### config.mk
export PLATFORM = sky130hd
export DESIGN_NAME = instr_sequencer_flat
export DESIGN_NICKNAME = d
export VERILOG_FILES = /design/src/rtl/instr_sequencer_pkg.sv /design/src/rtl/instr_sequencer_if.sv /design/src/rtl/instr_sequencer_seq_timeout_counter.sv /design/src/rtl/instr_sequencer.sv /design/src/flat_wrapper.sv
export SDC_FILE = /design/constraint.sdc
export NUM_CORES = 1
export LEC_CHECK = 0
export ABC_AREA = 1
export BUFFER_PORTS_ARGS = -buffer_cell sky130_fd_sc_hd__buf_4
export CORE_ASPECT_RATIO = 1.4
export CORE_UTILIZATION = 47
export CTS_CLUSTER_DIAMETER = 80
export DETAILED_ROUTE_END_ITERATION = 12
export GPL_ROUTABILITY_DRIVEN = 0
export GPL_TIMING_DRIVEN = 0
export PLACE_DENSITY_LB_ADDON = 0.15
export SYNTH_ARGS = -nofsm -noshare
export SYNTH_HDL_FRONTEND = slang
export SYNTH_SLANG_ARGS = --single-unit
### constraint.sdc
create_clock -name clock -period 1.43 [get_ports clock]
set_input_delay 0.2145 -clock clock [delete_from_list [all_inputs] [get_ports clock]]
set_output_delay 0.2145 -clock clock [all_outputs]
set_load 0.1 [all_outputs]
### src/rtl/instr_sequencer_pkg.sv
// Shared control-unit definitions for the instruction sequencer.
// Holds the FSM encoding, the decoder micro-step width and a counter-width helper.
// Imported by the interface, the sequencer top and its timeout counter.
package instr_sequencer_pkg;

  // Width of the micro-step counter that feeds the decoder state input.
  localparam int STATE_W = 2;

  typedef logic [STATE_W-1:0] ustep_t;

  typedef enum logic [2:0] {
    SEQ_IDLE   = 3'd0,
    SEQ_FETCH  = 3'd1,
    SEQ_EXEC   = 3'd2,
    SEQ_HALTED = 3'd3,
    SEQ_FAULT  = 3'd4
  } seq_state_t;

  // Bits needed to count 0..n-1; never less than one bit.
  function automatic int cnt_w(input int n);
    return (n > 1) ? $clog2(n) : 1;
  endfunction

endpackage

### src/rtl/instr_sequencer_if.sv
// Sequencer bus: instruction-memory fetch, decoder feedback, control outputs.
// master = sequencer side, slave = memory/decoder/datapath side.
// No flow control beyond the imem_req/imem_valid strobe pair.
interface instr_sequencer_if;
  import instr_sequencer_pkg::*;

  logic        imem_req;
  logic [31:0] imem_rdata;
  logic        imem_valid;
  ustep_t      next_state;
  logic        halt;
  logic [31:0] I;
  ustep_t      state;
  logic        exec_en;
  logic        fault;
  logic        halted;

  modport master (
    output imem_req, I, state, exec_en, fault, halted,
    input  imem_rdata, imem_valid, next_state, halt
  );

  modport slave (
    input  imem_req, I, state, exec_en, fault, halted,
    output imem_rdata, imem_valid, next_state, halt
  );

endinterface

### src/rtl/instr_sequencer_seq_timeout_counter.sv
// Fetch timeout counter: counts enabled cycles, flags the last allowed cycle.
// Latency: o_expired is decoded from the count register, valid the same cycle.
// Saturates at LIMIT-1 rather than wrapping; clear has priority over enable.
module seq_timeout_counter
  import instr_sequencer_pkg::*;
#(
  parameter int LIMIT = 16
) (
  input  logic clock,
  input  logic reset,
  input  logic i_clear,
  input  logic i_enable,
  output logic o_expired
);

  localparam int W = cnt_w(LIMIT);
  localparam logic [W-1:0] LAST = W'(LIMIT - 1);

  logic [W-1:0] r_cnt;

  // Count enabled cycles, holding at LAST until cleared.
  always_ff @(posedge clock) begin
    if (reset || i_clear) begin
      r_cnt <= '0;
    end else if (i_enable && (r_cnt != LAST)) begin
      r_cnt <= r_cnt + 1'b1;
    end
  end

  assign o_expired = (r_cnt == LAST);

endmodule

### src/rtl/instr_sequencer.sv
// Instruction sequencer: fetch into I, step the decoder micro-state, halt/fault.
// Latency: fetch response to first exec_en is one cycle; all outputs registered.
// Memory stalls are tolerated for FETCH_TIMEOUT cycles, after which FAULT sticks.
module instr_sequencer
  import instr_sequencer_pkg::*;
#(
  parameter int FETCH_TIMEOUT = 16,
  parameter int MAX_STEPS     = 4
) (
  input  logic                clock,
  input  logic                reset,
  instr_sequencer_if.master   bus
);

  localparam int SW = cnt_w(MAX_STEPS);
  localparam logic [SW-1:0] STEP_LAST = SW'(MAX_STEPS - 1);

  seq_state_t  r_st;
  logic [31:0] r_I;
  ustep_t      r_state;
  logic [SW-1:0] r_step;
  logic        r_req;
  logic        r_exec;
  logic        r_fault;
  logic        r_halted;

  logic w_expired;
  logic w_in_fetch;
  logic w_done;

  assign w_in_fetch = (r_st == SEQ_FETCH);
  // An instruction ends on a zero next_state or when it has used its step budget.
  assign w_done     = (bus.next_state == '0) || (r_step == STEP_LAST);

  seq_timeout_counter #(.LIMIT(FETCH_TIMEOUT)) u_timeout (
    .clock     (clock),
    .reset     (reset),
    .i_clear   (!w_in_fetch || bus.imem_valid),
    .i_enable  (w_in_fetch),
    .o_expired (w_expired)
  );

  // Sequencer FSM; outputs are set alongside the state they belong to.
  always_ff @(posedge clock) begin
    if (reset) begin
      r_st     <= SEQ_IDLE;
      r_I      <= '0;
      r_state  <= '0;
      r_step   <= '0;
      r_req    <= 1'b0;
      r_exec   <= 1'b0;
      r_fault  <= 1'b0;
      r_halted <= 1'b0;
    end else begin
      case (r_st)
        SEQ_IDLE: begin
          r_st  <= SEQ_FETCH;
          r_req <= 1'b1;
        end
        SEQ_FETCH: begin
          // A response on the last allowed cycle still wins over the timeout.
          if (bus.imem_valid) begin
            r_I     <= bus.imem_rdata;
            r_state <= '0;
            r_step  <= '0;
            r_st    <= SEQ_EXEC;
            r_req   <= 1'b0;
            r_exec  <= 1'b1;
          end else if (w_expired) begin
            r_st    <= SEQ_FAULT;
            r_req   <= 1'b0;
            r_fault <= 1'b1;
          end
        end
        SEQ_EXEC: begin
          if (w_done) begin
            r_state <= '0;
            r_step  <= '0;
            r_exec  <= 1'b0;
            if (bus.halt) begin
              r_st     <= SEQ_HALTED;
              r_halted <= 1'b1;
            end else begin
              r_st  <= SEQ_FETCH;
              r_req <= 1'b1;
            end
          end else begin
            r_state <= bus.next_state;
            r_step  <= r_step + 1'b1;
          end
        end
        SEQ_HALTED: begin
          if (!bus.halt) begin
            r_st     <= SEQ_FETCH;
            r_halted <= 1'b0;
            r_req    <= 1'b1;
          end
        end
        SEQ_FAULT: begin
          r_st <= SEQ_FAULT;
        end
        default: begin
          r_st <= SEQ_IDLE;
        end
      endcase
    end
  end

  assign bus.imem_req = r_req;
  assign bus.I        = r_I;
  assign bus.state    = r_state;
  assign bus.exec_en  = r_exec;
  assign bus.fault    = r_fault;
  assign bus.halted   = r_halted;

endmodule

### src/flat_wrapper.sv
// flat-port wrapper written by rule: the top's interface ports become plain ports
module instr_sequencer_flat import instr_sequencer_pkg::*;
#(
  parameter int FETCH_TIMEOUT = 16,
  parameter int MAX_STEPS     = 4
)
  (clock, reset, bus_imem_req, bus_I, bus_state, bus_exec_en, bus_fault, bus_halted, bus_imem_rdata, bus_imem_valid, bus_next_state, bus_halt);
  instr_sequencer_if bus_i ();
  input  logic clock;
  input  logic reset;
  output wire logic [$bits(bus_i.imem_req)-1:0] bus_imem_req;
  output wire logic [$bits(bus_i.I)-1:0] bus_I;
  output wire logic [$bits(bus_i.state)-1:0] bus_state;
  output wire logic [$bits(bus_i.exec_en)-1:0] bus_exec_en;
  output wire logic [$bits(bus_i.fault)-1:0] bus_fault;
  output wire logic [$bits(bus_i.halted)-1:0] bus_halted;
  input wire logic [$bits(bus_i.imem_rdata)-1:0] bus_imem_rdata;
  input wire logic [$bits(bus_i.imem_valid)-1:0] bus_imem_valid;
  input wire logic [$bits(bus_i.next_state)-1:0] bus_next_state;
  input wire logic [$bits(bus_i.halt)-1:0] bus_halt;
  assign bus_imem_req = bus_i.imem_req;
  assign bus_I = bus_i.I;
  assign bus_state = bus_i.state;
  assign bus_exec_en = bus_i.exec_en;
  assign bus_fault = bus_i.fault;
  assign bus_halted = bus_i.halted;
  assign bus_i.imem_rdata = bus_imem_rdata;
  assign bus_i.imem_valid = bus_imem_valid;
  assign bus_i.next_state = bus_next_state;
  assign bus_i.halt = bus_halt;
  instr_sequencer #(.FETCH_TIMEOUT(FETCH_TIMEOUT), .MAX_STEPS(MAX_STEPS)) u_core (.clock(clock), .reset(reset), .bus(bus_i));
endmodule
==> results.cfg, run 1 <==
[placed_design]
hpwl_mm = 3.02
portBuffers = 75
place_area_mm2 = 0.00248

[setup_path]
r2r_end = u_core.bus.I[17]
r2r_slack_ns = 0.13
worstSetupEndpointType = flip-flop
critPathLaunch = u_core.r_st[1]
setup.worst_path.end = u_core.bus.I[17]
worst_setup_path_start_kind = flip-flop
worstReg2RegStart = u_core.r_st[1]
r2r_cells = 7
critPathKind = flip-flop to flip-flop
worstPathRequired_ns = 1.63
crit_fanout = 10
cp.arrival_ns = 1.50

[power]
powerDensity_mw_per_mm2 = 2490
p_leak_nw = 1.27
peakVddDrop_v = 0.00159

[clock_network]
clock_latency_ns = 0.30
clock_sinks = 47
root_buffer = clkbuf_8
path_clk_slew_ns = 0.09
post_cts_buffers = 0
clock_path_buffers = 2
cts.repair.resized = 0
cts_buffers = 5
ctsHoldBuffers = 0
htreeDepth = 2
cts_tree = built

[cells_and_area]
post-route-cell-area_mm2 = 0.00262
diodes = 0
syn2layout_area_growth_pct = 40.6
finalNetCount = 361
drive_above_1_share = 0.320
nFillCells = 331

[sta]
fmax_mhz = 769
period_share = 0.909
max-slew-margin-rel = 0.719
rsz0062_at_grt = no
finClkSkew_ns = 0.00587
worstMarginPinSlew_ns = 0.422
slew_violations = 0
period_minus_slack_ns = 1.30
fin_setup_tns_ns = 0
setup_violations = 0
hold_violations = 0

[yosys]
ys_warn_count = 0
synthesis.area_mm2 = 0.00187
syn_avg_cell_area_um2 = 7.81
synth-seq-cells = 47
synth.distinct_cells = 23
yosysMostFrequentCell = nor2_1
seq_area_frac_synth = 0.504
synth_edf_count = 0
synth_nets = 279
synthCells = 239
yosysTopAreaCellShare = 0.504
ys.flop_type = dfxtp_1
synth_area_leaders = dfxtp_1 50%, nor2_1 15%, o21ai_0 8.0%
synth.top_cells.by_count = 75 x nor2_1, 47 x dfxtp_1, 30 x o21ai_0
async_flop_share = 0
synth_area_leader_cell = dfxtp_1

[floorplan]
die_area_mm2 = 0.00423
ios = 76
core_area_mm2 = 0.00371
start_util = 0.503
num_rows = 26
fp.dieH_um = 76.5
die_width_um = 55.2

[detailed_routing]
vias_per_cell = 4.90
wire_per_inst_um = 11.3
drt-pass1-iter-count = 4
drt_iter0_drc = 36
wl_mm = 4.12
ant_nets = 0
drcViolationCount = 0
vias = 1782

[status]
status = completed

[hold_path]
hp-class = input pin to flip-flop

[grt]
grt_first_pass_wirelength_mm = 7.11
grt_pass1_vias = 1683
grtUsageTotal = 0.207
antenna_found_initial = 0
grt_max_degree = 16
grt-ovfl-total = 0

[flow_run]
drv_cap = 0
[sequential cells by signal, summed over array words and instances (netlist names)]
signal / flops
u_core.bus.I: 32
u_core.bus.exec_en: 1
u_core.bus.fault: 1
u_core.bus.halted: 1
u_core.bus.imem_req: 1
u_core.bus.state: 2
u_core.r_st: 3
u_core.r_step: 2
u_core.u_timeout.r_cnt: 4
[layer usage]
metal / vias to the layer above / track usage / wire length [um]
li1: 930 / - / -
met1: 805 / 0.236 / 1790
met2: 41 / 0.369 / 2060
met3: 6 / 0.0492 / 210
met4: 0 / 0.0750 / 59
met5: - / 0 / 0
[cell families (layout without fill, tap and decap cells)]
| logic type | after synthesis | after routing | share of synthesized area |
|---|---|---|---|
| and+or+nand+nor | 113 | 113 | 0.261 |
| AOI/OAI and AO/OA | 54 | 54 | 0.149 |
| DFF | 47 | 47 | 0.504 |
| buffers and inverters | 23 | 106 | 0.0724 |
| adders and majority gates | 2 | 2 | 0.0134 |
[per-stage QoR]
step                      hold slack [ns]  worst slack [ns]  power (W)   util  cells
final                               0.127             0.130    0.00654  0.707    364
after global routing                0.129           0.00980    0.00685  0.707    364
after CTS                           0.123            0.0813    0.00657  0.706    364
after detailed placement            0.441            0.0982    0.00541  0.669    356
after global placement              0.435            0.0942    0.00538  0.669    356
after floorplan                     0.277            0.0466    0.00469      -    239
[report_power, final]
part           switching (W)  internal (W)  total [W]
sequential          0.000195       0.00164    0.00183
combinational        0.00276      0.000792    0.00356
clock               0.000458      0.000697    0.00116
total                0.00342       0.00312    0.00654
[worst min-delay path by stage]
stage / end / from / depth (start not counted)
after global placement: u_core.bus.I[24] / bus_imem_rdata[24] / 3
after global routing: u_core.bus.I[27] / bus_imem_rdata[27] / 3
final: u_core.bus.I[27] / bus_imem_rdata[27] / 3
after detailed placement: u_core.bus.halted / u_core.bus.halted / 2
after floorplan: u_core.bus.exec_en / reset / 1
after CTS: u_core.bus.I[5] / bus_imem_rdata[5] / 3
[cell usage in the layout (no fill, tap or decap), types with 2 or more instances in the layout]
cell type / netlist / layout
buf_4: 0 / 75
nor2_2: 5 / 4
buf_6: 6 / 6
inv_1: 11 / 11
bufinv_16: 0 / 2
clkbuf_1: 3 / 3
nand2_1: 20 / 20
o21ai_1: 11 / 11
nor2_4: 1 / 2
ha_1: 2 / 2
clkbuf_8: 0 / 5
o21ai_0: 30 / 30
nand3_1: 8 / 8
a21oi_1: 10 / 10
dfxtp_1: 47 / 46
nor2_1: 75 / 75
[cell type report]
cell class                      instances  area, um^2  area share
Clock inverter                          3        67.6      0.0258
Timing Repair Buffer                   75         563       0.215
Clock buffer                            5        68.8      0.0262
Tap cell                               42        52.6      0.0200
Sequential cell                        47         942       0.359
Inverter                               13        51.3      0.0196
Multi-Input combinational cell        169         795       0.303
Buffer                                 10        83.8      0.0320
[critical path, stage by stage, from the launching register on]
cell	delay (ns)
dfxtp_1	0.39
nor2_4	0.18
nand2_4	0.09
nor2_8	0.17
inv_4	0.08
buf_6	0.15
nor2_1	0.08
nor2_1	0.05
No activity file was read; power rests on OpenSTA's default activity.
==> inputs of run 2 (changes only) <==
CAP_MARGIN = 10   (was unset)
RECOVER_POWER = 50   (was unset)
==> results.cfg, run 2 (same netlist as run 1, synthesis figures left out) <==
[detailed_routing]
drt_iter0_drc = 38
ant_nets = 0
drcViolationCount = 0
drt-pass1-iter-count = 4
vias = 1781
wl_mm = 4.08
vias_per_cell = 4.89
wire_per_inst_um = 11.2

[grt]
grt_pass1_vias = 1683
grt-ovfl-total = 0
grt_first_pass_wirelength_mm = 7.11
antenna_found_initial = 0
grt_max_degree = 16
grtUsageTotal = 0.207

[setup_path]
worstPathRequired_ns = 1.22
critPathKind = flip-flop to output port
cp.arrival_ns = 1.11
worst_setup_path_start_kind = flip-flop
cpPeakStageDelay_ns = 0.46
worst-path-buf-inv = 1
worstSetupEndpointType = output port
crit_fanout = 2
cp_cell_sequence = clkbuf_2
critPathLaunch = u_core.bus.I[6]
r2r_cells = 7
r2r_end = u_core.bus.I[17]
path_delay_family = buffers and inverters
worstReg2RegStart = u_core.r_st[1]
worst_path_max_delay_cell = clkbuf_2
r2r_slack_ns = 0.13

[power]
power_frac_clock = 0.181
power.switching_w = 0.00340
powerDensity_mw_per_mm2 = 2520
intPower_w = 0.00296
combPwrFrac = 0.533
p_leak_nw = 1.26
peakVddDrop_v = 0.00155
switching_share = 0.535
pwr-share-seq = 0.286

[status]
status = completed

[clock_network]
htreeDepth = 2
cts_buffers = 5
clock_path_buffers = 2
cts.repair.resized = 0
path_clk_slew_ns = 0.09
post_cts_buffers = 0
clock_sinks = 47
ctsHoldBuffers = 0
root_buffer = clkbuf_8
clock_latency_ns = 0.30
cts_tree = built

[placed_design]
hpwl_mm = 3.02
place_area_mm2 = 0.00248
portBuffers = 75

[floorplan]
die_area_mm2 = 0.00423
fp.dieH_um = 76.5
core_area_mm2 = 0.00371
start_util = 0.503
ios = 76
die_width_um = 55.2
num_rows = 26

[cells_and_area]
post-route-cell-area_mm2 = 0.00253
syn2layout_area_growth_pct = 35.5
mostFrequentLayoutCell = nor2_1
multiInputGateArea_um2 = 795
nFillCells = 346
largest_reg_flops = 32
final_cell_mix = 75 x nor2_1, 46 x dfxtp_1, 37 x buf_4
diodes = 0
seq_area_um2 = 942
finalNetCount = 361
drive_above_1_share = 0.320

[hold_path]
hold_end = u_core.bus.I[27]
hp-class = input pin to flip-flop
min_path_cells = 3
min_from = bus_imem_rdata[27]

[sta]
period_minus_slack_ns = 1.32
finClkSkew_ns = 0.00580
period_share = 0.924
rsz0062_at_grt = no
worstMarginPinSlew_ns = 0.550
max-slew-margin-rel = 0.635
slew_violations = 0
fin_setup_tns_ns = 0
hold_violations = 0
setup_violations = 0
fmax_mhz = 757

[flow_run]
drv_cap = 0
run 2: cell count changes in the layout (fill, tap and decap cells not counted), sizes merged:
cell	change
buf	-19
clkbuf	+19
run 2: final cells by class:
type / instances / share of cell area
tap: 42 / 0.0208
multi-input combinational: 169 / 0.314
clock buffer: 5 / 0.0272
inverter: 13 / 0.0203
buffer: 10 / 0.0332
timing repair buffer: 75 / 0.185
clock inverter: 3 / 0.0267
sequential: 47 / 0.373
run 2: metal layers:
layer  track usage  vias up  wire length, um
met5             0        -                0
met4        0.0750        0               59
li1              -      932                -
met3        0.0492        6              212
met1         0.236      800             1760
met2         0.369       43             2050
run 2: power by group through the flow:
stage	clock, W	combinational [W]	sequential (W)
floorplan	0	0.000883	0.00380
global placement	0	0.00354	0.00184
detailed placement	0	0.00356	0.00185
CTS	0.00117	0.00357	0.00183
global route	0.00122	0.00360	0.00186
finish	0.00115	0.00339	0.00182
run 2: worst max-delay path by stage:
stage | slack (ns) | cells after the start | to
after floorplan | 0.05 | 2 | u_core.bus.exec_en
final | 0.11 | 1 | bus_I[6]
after detailed placement | 0.1 | 8 | u_core.bus.I[22]
after global routing | 0.01 | 6 | u_core.u_timeout.r_cnt[3]
after global placement | 0.09 | 8 | u_core.bus.I[4]
after CTS | 0.08 | 8 | u_core.bus.I[22]
run 2: tightest hold or removal path, cell delays in order:
cell and delay, ns:
buf_4 0.07, nor2_1 0.03, nor2_1 0.08
run 2: stage by stage:
step / utilization / total power (W) / setup slack [ns] / std cells / hold slack (ns)
2_1_floorplan: - / 0.00469 / 0.0466 / 239 / 0.277
6_report: 0.682 / 0.00636 / 0.109 / 364 / 0.127
4_1_cts: 0.706 / 0.00657 / 0.0813 / 364 / 0.123
3_5_place_dp: 0.669 / 0.00541 / 0.0982 / 356 / 0.441
3_3_place_gp: 0.669 / 0.00538 / 0.0942 / 356 / 0.435
5_1_grt: 0.682 / 0.00668 / 0.00980 / 364 / 0.129
==> inputs of run 3 (changes only) <==
CORE_MARGIN = 2   (was unset)
PLACE_DENSITY = 0.8   (was unset)
PLACE_DENSITY_LB_ADDON = unset   (was 0.15)
==> results.cfg, run 3 (same netlist as run 1, synthesis figures left out) <==
[status]
status = completed

[clock_network]
cts_tree = built
clock_sinks = 47
cts_buffers = 5
clock_path_buffers = 2
path_clk_slew_ns = 0.08
post_cts_buffers = 0
htreeDepth = 2
cts.repair.resized = 0
root_buffer = clkbuf_8
ctsHoldBuffers = 0
clock_latency_ns = 0.30

[floorplan]
die_width_um = 57.2
num_rows = 27
ios = 76
core_area_mm2 = 0.00388
die_area_mm2 = 0.00450
start_util = 0.480
fp.dieH_um = 78.5

[power]
peakVddDrop_v = 0.00168
powerDensity_mw_per_mm2 = 2420
p_leak_nw = 1.24

[setup_path]
cp.arrival_ns = 1.52
worst_setup_path_start_kind = flip-flop
worstPathRequired_ns = 1.62
crit_fanout = 5
worstSetupEndpointType = flip-flop
critPathKind = flip-flop to flip-flop

[placed_design]
place_area_mm2 = 0.00248
portBuffers = 75
hpwl_mm = 3.32

[cells_and_area]
syn2layout_area_growth_pct = 33.2
final_cell_mix = 75 x nor2_1, 46 x dfxtp_1, 37 x buf_4
mostFrequentLayoutCell = nor2_1
post-route-cell-area_mm2 = 0.00248
diodes = 0
drive_above_1_share = 0.329
largest_reg_flops = 32
finalNetCount = 361
nFillCells = 375

[detailed_routing]
drt_iter0_drc = 55
vias = 1841
vias_per_cell = 5.04
wire_per_inst_um = 11.9
wl_mm = 4.33
drt-pass1-iter-count = 4
ant_nets = 0
drcViolationCount = 0

[grt]
grt_pass1_vias = 1800
antenna_found_initial = 0
grtUsageTotal = 0.211
grt_first_pass_wirelength_mm = 7.51
grt-ovfl-total = 0
grt_max_degree = 15

[hold_path]
hp-class = input pin to flip-flop

[sta]
period_minus_slack_ns = 1.33
rsz0062_at_grt = yes
fmax_mhz = 754
hold_ws_ns = 0.136
finClkSkew_ns = 0.00427
period_share = 0.928
worstMarginPinSlew_ns = 0.559
setup_violations = 0
hold_violations = 0
slew_violations = 0
max-slew-margin-rel = 0.629

[flow_run]
drv_cap = 0
[run 3: cell type report]
type | instances | area [um^2] | share of cell area
clock buffer | 5 | 68.8 | 0.0277
sequential | 47 | 942 | 0.379
inverter | 13 | 51.3 | 0.0206
timing repair buffer | 75 | 468 | 0.188
multi-input combinational | 169 | 802 | 0.323
buffer | 10 | 83.8 | 0.0337
tap | 43 | 53.8 | 0.0217
clock inverter | 3 | 15.0 | 0.00604
[run 3: metrics by stage]
step | total power [W] | utilization | setup WS (ns) | TNS [ns] | std cells
after global routing | 0.00632 | 0.640 | -0.0155 | -0.0155 | 365
after floorplan | 0.00469 | - | 0.0466 | 0 | 239
after global placement | 0.00539 | 0.639 | 0.104 | 0 | 357
final | 0.00601 | 0.640 | 0.103 | 0 | 365
after CTS | 0.00620 | 0.661 | 0.0470 | 0 | 365
after detailed placement | 0.00543 | 0.639 | 0.0638 | 0 | 357
[run 3: final timing paths]
kind | start | endpoint | slack (ns) | cells past startpoint
hold reg to reg | u_core.bus.halted | u_core.bus.halted | 0.45 | 2
hold / removal | bus_imem_rdata[14] | u_core.bus.I[14] | 0.14 | 3
setup reg to reg | u_core.u_timeout.r_cnt[0] | u_core.u_timeout.r_cnt[0] | 0.10 | 6
setup / recovery | u_core.u_timeout.r_cnt[0] | u_core.u_timeout.r_cnt[0] | 0.10 | 6
[run 3: worst max-delay path, cell delays in order, from the launching register on]
cell	delay, ns
dfxtp_1	0.38
ha_1	0.20
nand3_1	0.19
nand2_2	0.17
inv_1	0.08
o21ai_0	0.15
a21oi_1	0.06
[run 3: where the power goes]
group          internal, W  switching [W]  total, W
registers          0.00163       0.000195   0.00183
clock network     0.000335       0.000430  0.000765
logic             0.000632        0.00278   0.00341
total              0.00260        0.00341   0.00601
[run 3: metal layers]
metal / vias to the layer above / share of wire / wire, um / global-route usage
li1: 941 / - / - / -
met1: 847 / 0.39 / 1700 / 0.226
met2: 44 / 0.53 / 2310 / 0.375
met3: 9 / 0.046 / 200 / 0.0461
met4: 0 / 0.026 / 113 / 0.116
met5: - / 0 / 0 / 0
